==> config.mk <==
export PLATFORM = sky130hd
export DESIGN_NAME = mem_burst_initiator
export DESIGN_NICKNAME = d
export VERILOG_FILES = /design/src/rtl/mem_if_pkg.sv /design/src/rtl/mem_burst_initiator.sv
export SDC_FILE = /design/constraint.sdc
export NUM_CORES = 1
export LEC_CHECK = 0
export ABC_CLOCK_PERIOD_IN_PS = 2600
export BUFFER_PORTS_ARGS = -buffer_cell sky130_fd_sc_hd__buf_2
export CAP_MARGIN = 20
export CORE_ASPECT_RATIO = 0.6
export CORE_UTILIZATION = 51
export DETAILED_ROUTE_END_ITERATION = 8
export PLACE_DENSITY = 0.8
export SYNTH_ARGS = -nofsm -noshare
export SYNTH_HDL_FRONTEND = slang
export SYNTH_SLANG_ARGS = --single-unit
==> constraint.sdc <==
create_clock -name clk -period 2.6 [get_ports clk]
set_input_delay 0.26 -clock clk [delete_from_list [all_inputs] [get_ports clk]]
set_output_delay 0.26 -clock clk [all_outputs]
set_load 0.05 [all_outputs]
==> src/rtl/mem_if_pkg.sv <==
// Shared types and helpers for the memory-interface initiator.
package mem_if_pkg;

   typedef enum logic [1:0] {
      SZ_1  = 2'd0,
      SZ_4  = 2'd1,
      SZ_8  = 2'd2,
      SZ_16 = 2'd3
   } size_e;

   // State names carry an ST_ prefix so they do not collide with the
   // RD/WR direction constants below.
   typedef enum logic [1:0] {
      ST_IDLE     = 2'd0,
      ST_RD       = 2'd1,
      ST_RD_DRAIN = 2'd2,
      ST_WR       = 2'd3
   } state_e;

   localparam logic RD = 1'b1;
   localparam logic WR = 1'b0;

   // Beat count for a burst-size code.
   function automatic logic [4:0] beats(input logic [1:0] size);
      logic [4:0] n;
      case (size)
         SZ_1:    n = 5'd1;
         SZ_4:    n = 5'd4;
         SZ_8:    n = 5'd8;
         SZ_16:   n = 5'd16;
         default: n = 5'd1;
      endcase
      return n;
   endfunction

endpackage

==> src/rtl/mem_burst_initiator.sv <==
// Bus-master front end: turns one request into a read burst or a
// sequence of paced single-word writes on the memory interface.
module mem_burst_initiator
   import mem_if_pkg::*;
#(
   parameter int AW = 32,
   parameter int DW = 32
) (
   input  logic          clk,
   input  logic          rst_n,
   input  logic          req_valid,
   output logic          req_ready,
   input  logic [AW-1:0] req_addr,
   input  logic          req_write,
   input  logic [1:0]    req_size,
   input  logic          wr_valid,
   output logic          wr_ready,
   input  logic [DW-1:0] wr_data,
   output logic          rd_valid,
   output logic [DW-1:0] rd_data,
   output logic          rd_last,
   output logic          done,
   output logic          mem_enable,
   output logic          mem_rd_wr,
   output logic [1:0]    mem_access_size,
   output logic [AW-1:0] mem_addr,
   output logic [DW-1:0] mem_din,
   input  logic [DW-1:0] mem_dout,
   input  logic          mem_busy
);

   state_e        state_r, state_nxt_s;
   logic [4:0]    cnt_r, cnt_nxt_s;
   logic [AW-1:0] base_r;
   logic [1:0]    size_r;
   logic [AW-1:0] addr_hold_r;
   logic [DW-1:0] din_hold_r;
   logic          rd_valid_r, rd_last_r, done_r;
   logic [DW-1:0] rd_data_r;

   logic          load_s, last_beat_s, rd_last_s, wr_last_s;
   logic [4:0]    n_s;
   logic          req_ready_s, wr_ready_s, mem_enable_s, mem_rd_wr_s;
   logic [1:0]    mem_access_size_s;
   logic [AW-1:0] mem_addr_s;
   logic [DW-1:0] mem_din_s;

   assign n_s         = beats(size_r);
   assign last_beat_s = (cnt_r == (n_s - 5'd1));

   // Next-state, beat counter and memory-side drive for the current state.
   always_comb begin
      state_nxt_s       = state_r;
      cnt_nxt_s         = cnt_r;
      load_s            = 1'b0;
      rd_last_s         = 1'b0;
      wr_last_s         = 1'b0;
      req_ready_s       = 1'b0;
      wr_ready_s        = 1'b0;
      mem_enable_s      = 1'b0;
      mem_rd_wr_s       = RD;
      mem_access_size_s = 2'd0;
      mem_addr_s        = addr_hold_r;
      mem_din_s         = din_hold_r;
      case (state_r)
         ST_IDLE: begin
            req_ready_s = !mem_busy;
            if (req_valid && !mem_busy) begin
               load_s      = 1'b1;
               cnt_nxt_s   = 5'd0;
               state_nxt_s = req_write ? ST_WR : ST_RD;
            end else begin
               state_nxt_s = ST_IDLE;
            end
         end
         ST_RD: begin
            mem_enable_s      = 1'b1;
            mem_rd_wr_s       = RD;
            mem_access_size_s = size_r;
            mem_addr_s        = base_r;
            if (last_beat_s) begin
               rd_last_s   = 1'b1;
               cnt_nxt_s   = 5'd0;
               state_nxt_s = ST_RD_DRAIN;
            end else begin
               cnt_nxt_s = cnt_r + 5'd1;
            end
         end
         ST_RD_DRAIN: begin
            state_nxt_s = ST_IDLE;
         end
         ST_WR: begin
            mem_rd_wr_s = WR;
            // Word addresses advance by 4 bytes and wrap naturally.
            mem_addr_s  = base_r + AW'({cnt_r, 2'b00});
            if (wr_valid) begin
               mem_enable_s = 1'b1;
               mem_din_s    = wr_data;
               wr_ready_s   = 1'b1;
               if (last_beat_s) begin
                  wr_last_s   = 1'b1;
                  cnt_nxt_s   = 5'd0;
                  state_nxt_s = ST_IDLE;
               end else begin
                  cnt_nxt_s = cnt_r + 5'd1;
               end
            end else begin
               mem_enable_s = 1'b0;
            end
         end
         default: begin
            state_nxt_s = ST_IDLE;
            cnt_nxt_s   = 5'd0;
         end
      endcase
   end

   // State, request latch, last-driven address/data hold and read-return pipeline.
   always_ff @(posedge clk) begin
      if (!rst_n) begin
         state_r     <= ST_IDLE;
         cnt_r       <= 5'd0;
         base_r      <= '0;
         size_r      <= 2'd0;
         addr_hold_r <= '0;
         din_hold_r  <= '0;
         rd_valid_r  <= 1'b0;
         rd_data_r   <= '0;
         rd_last_r   <= 1'b0;
         done_r      <= 1'b0;
      end else begin
         state_r <= state_nxt_s;
         cnt_r   <= cnt_nxt_s;
         if (load_s) begin
            base_r <= req_addr & ~(AW'(3));
            size_r <= req_size;
         end
         if (mem_enable_s) begin
            addr_hold_r <= mem_addr_s;
            din_hold_r  <= mem_din_s;
         end
         rd_valid_r <= mem_enable_s && mem_rd_wr_s;
         if (mem_enable_s && mem_rd_wr_s) begin
            rd_data_r <= mem_dout;
         end
         rd_last_r <= rd_last_s;
         done_r    <= rd_last_s || wr_last_s;
      end
   end

   assign req_ready       = req_ready_s;
   assign wr_ready        = wr_ready_s;
   assign mem_enable      = mem_enable_s;
   assign mem_rd_wr       = mem_rd_wr_s;
   assign mem_access_size = mem_access_size_s;
   assign mem_addr        = mem_addr_s;
   assign mem_din         = mem_din_s;
   assign rd_valid        = rd_valid_r;
   assign rd_data         = rd_data_r;
   assign rd_last         = rd_last_r;
   assign done            = done_r;

endmodule

==> summary.md <==
| Metric | Value |
|---|---|
| Worst Path Required | `2.34 ns` |
| FP Rows | `31` |
| Hold slack | `0.0849 ns` |
| Core outline area | `0.0121 mm²` |
| 1st-iter DRT viols | `467` |
| Post-synth top area cell | `dfxtp_1` |
| Die Ht | `88.4 µm` |
| Largest net degree at the start of global routing | `47` |
| Post-DP HPWL | `11700 µm` |
| Slew of the pin with the lowest slew margin | `0.709 ns` |
| RSZ-0062 raised after global routing | `true` |
| Leakage | `3.88 nW` |
| Area grow syn2layout | `42.9%` |
| Setup ws final | `-0.352 ns` |
| CTS tree | `built` |
| Distinct cell type count after synthesis | `50` |
| Final setup violation count | `24` |
| Die area | `0.0129 mm²` |
| Worst rel slew slack | `52.7%` |
| CP Class | `reg -> out` |
| Status | `complete, but fails checks` |
| Top cell type's share of synthesized area | `43.6%` |
| Ant diodes | `0` |
| Pint | `4.15 mW` |
| Number of fill cells in the layout | `899` |
| Sequential Power Share | `39.5%` |
| Post-layout util | `74.9%` |
| Vias in the first global route | `5624` |
| Worst Skew | `0.0112 ns` |
| Critical Path End Type | `output port` |
| Layout cell share with drive strength beyond 1 | `42.0%` |
| Clk buf depth | `2` |
| Post-synth ARST share | `0%` |
| Vias post-DR | `6156` |
| Worst skew pair latency | `0.42 ns` |
| Sink Count | `138` |
| Overall Power | `5.71 mW` |
| Seq/Total Area, Yosys | `43.6%` |
| Initial antenna violation count | `0` |
| Routed wire length | `19000 µm` |
| Pre-Repair DR Iteration Count | `5` |
| # DRC | `0` |
| Clock Power Share | `45.3%` |
| Tmin final | `2.95 ns` |
| Main flop type after synthesis | `dfxtp_1` |
| HP Class | `in -> reg` |
| Crit start category | `flop` |
| Final hold violation count | `0` |
| Synth area leaders | `dfxtp_1, nand2_1, a21boi_0` |
| Die width | `146 µm` |
| Final Max Slew Viols | `0` |
| Clock transition at path regs | `0.06 ns` |
| Global-route wire length before repair | `28300 µm` |
| Period Utilization, post-route | `114%` |
| I/O Buffers | `206` |
| Syn nets | `854` |
| Highest clock rate | `339 MHz` |
| Initial Util | `52.4%` |
| CTS root buffer | `clkbuf_16` |
| Post-Synthesis Cells | `743` |
| Total number of yosys warnings | `0` |
| Mapped Area | `0.00634 mm²` |
| Num ports | `209` |
| Yosys reg bits | `138` |
| RD Place Congestion | `0.825` |
| Drt wl/cell | `16.5 µm` |
| DR vias/cell | `5.35` |
| Worst VDD drop | `0.626 mV` |
| Inserted Clock Buffers | `17` |
| Post-cts hold buffer count | `0` |
| Htree depth | `4` |
| Grt total ovfl | `0` |
| Tot GR Track Use | `28.3%` |
| P_sw | `1.56 mW` |
| Worst Path Arrival | `2.69 ns` |
| Post-synth EDFFs | `0` |
| Pwr Density | `630 mW/mm²` |
| Switching Fraction | `27.3%` |
| Max-cap viol count | `0` |
| Post-route ant nets | `0` |
| Mapped Avg Cell Area | `8.53 µm²` |
| Critical-path maximum fanout | `5` |
| Nets@finish | `1085` |
| Violated checks | `setup timing` |
| Logic pwr share | `15.2%` |
-- cells in the final DEF (no fill, tap or decap), drive strengths merged, types with 5 or more instances in the layout --
| cell | synthesis | final |
|---|---|---|
| xor2 | 23 | 23 |
| inv | 10 | 12 |
| o2111ai | 10 | 10 |
| nand3 | 13 | 13 |
| a31oi | 6 | 6 |
| a21boi | 69 | 69 |
| mux2 | 33 | 33 |
| clkbuf | 36 | 22 |
| o211ai | 9 | 9 |
| ha | 6 | 6 |
| xnor2 | 5 | 5 |
| dfxtp | 138 | 138 |
| and2 | 38 | 38 |
| nor2 | 44 | 44 |
| nand4 | 6 | 6 |
| or3 | 5 | 5 |
| nor3 | 7 | 7 |
| buf | 17 | 263 |
| a21oi | 52 | 52 |
| nand2 | 144 | 145 |
| and3 | 7 | 7 |
| o21ai | 37 | 37 |
-- per-layer routing --
| layer | up-vias | share of wire (%) | track usage, % |
|---|---|---|---|
| met1 | 2867 | 44 | 37.8 |
| li1 | 2999 | - | - |
| met2 | 265 | 45 | 43.4 |
| met4 | 0 | 1.4 | 8.71 |
| met3 | 25 | 9.5 | 9.64 |
| met5 | - | 0 | 0 |
-- critical path: stages, from the launching register on --
cell and delay [ns]:
dfxtp_2 0.35, ha_4 0.14, inv_2 0.04, fa_2 0.35, nor2b_2 0.16, o2111a_2 0.27
clkbuf_16 0.18, o211ai_1 0.13, xor2_1 0.35, a21oi_2 0.11, buf_6 0.17
-- power groups by stage --
stage | clock, mW | sequential, mW | combinational (mW)
floorplan | 0 | 2.34 | 0.466
global placement | 0 | 2.29 | 0.756
detailed placement | 0 | 2.29 | 0.764
CTS | 2.60 | 2.25 | 0.823
global route | 2.70 | 2.26 | 0.925
finish | 2.59 | 2.26 | 0.867
-- through the flow --
step / std cells / cell area, µm² / setup TNS, ns / setup slack [ns]
2_1_floorplan: 743 / 6410 / -0.00767 / -0.00767
3_3_place_gp: 1089 / 7690 / 0 / 0.0428
3_5_place_dp: 1089 / 7690 / 0 / 0.0128
4_1_cts: 1136 / 8770 / -2.91 / -0.271
5_1_grt: 1151 / 9060 / -4.92 / -0.401
6_report: 1151 / 9060 / -3.24 / -0.352
-- flip-flops by register name, summed over array words and instances (netlist names) --
name,count
addr_hold_r,32
done,1
rd_valid,1
cnt_r,5
state_r,2
size_r,2
base_r,30
rd_data,32
din_hold_r,32
rd_last,1
-- cells by family after synthesis --
| logic type | after synthesis | share of synthesized area (%) |
|---|---|---|
| xor+xnor | 28 | 3.87 |
| mux | 36 | 6.34 |
| buf+inv | 63 | 4.10 |
| flops | 138 | 43.6 |
| compound gates | 192 | 19.5 |
| simple gates | 279 | 21.1 |
| fa+ha+maj | 7 | 1.50 |
-- what timing repair did --
item	CTS	global route
cloned	2	0
endpoints found under the setup margin	26	27
pin swaps	30	36
hold endpoints to repair	0	0
resized for setup	88	48
setup buffers	17	17
-- area by class of cell --
class | instances | area, µm² | share of cell area (%)
multi-input cells | 543 | 3730 | 41.1
flip-flops and latches | 138 | 2780 | 30.7
repair buffers | 264 | 1680 | 18.6
clock buffers | 21 | 460 | 5.08
well taps | 165 | 206 | 2.28
clock inverters | 10 | 165 | 1.82
inverters | 10 | 37.5 | 0.414
-- Yosys cell counts, drive strengths merged, types with 13 or more instances --
| cell | instances |
|---|---|
| nor2 | 44 |
| o21ai | 37 |
| and2 | 38 |
| dfxtp | 138 |
| nand2 | 144 |
| nand3 | 13 |
| clkbuf | 36 |
| xor2 | 23 |
| a21oi | 52 |
| buf | 17 |
| mux2 | 33 |
| a21boi | 69 |
-- final timing paths --
path | depth (start not counted) | from | slack (ns) | endpoint
setup reg to reg | 9 | base_r[2] | 0.37 | addr_hold_r[10]
hold / removal | 3 | req_addr[6] | 0.08 | base_r[6]
hold reg to reg | 2 | rd_data[25] | 0.46 | rd_data[25]
setup / recovery | 10 | base_r[2] | -0.35 | mem_addr[10]
Power figures use the tool's default switching activity.
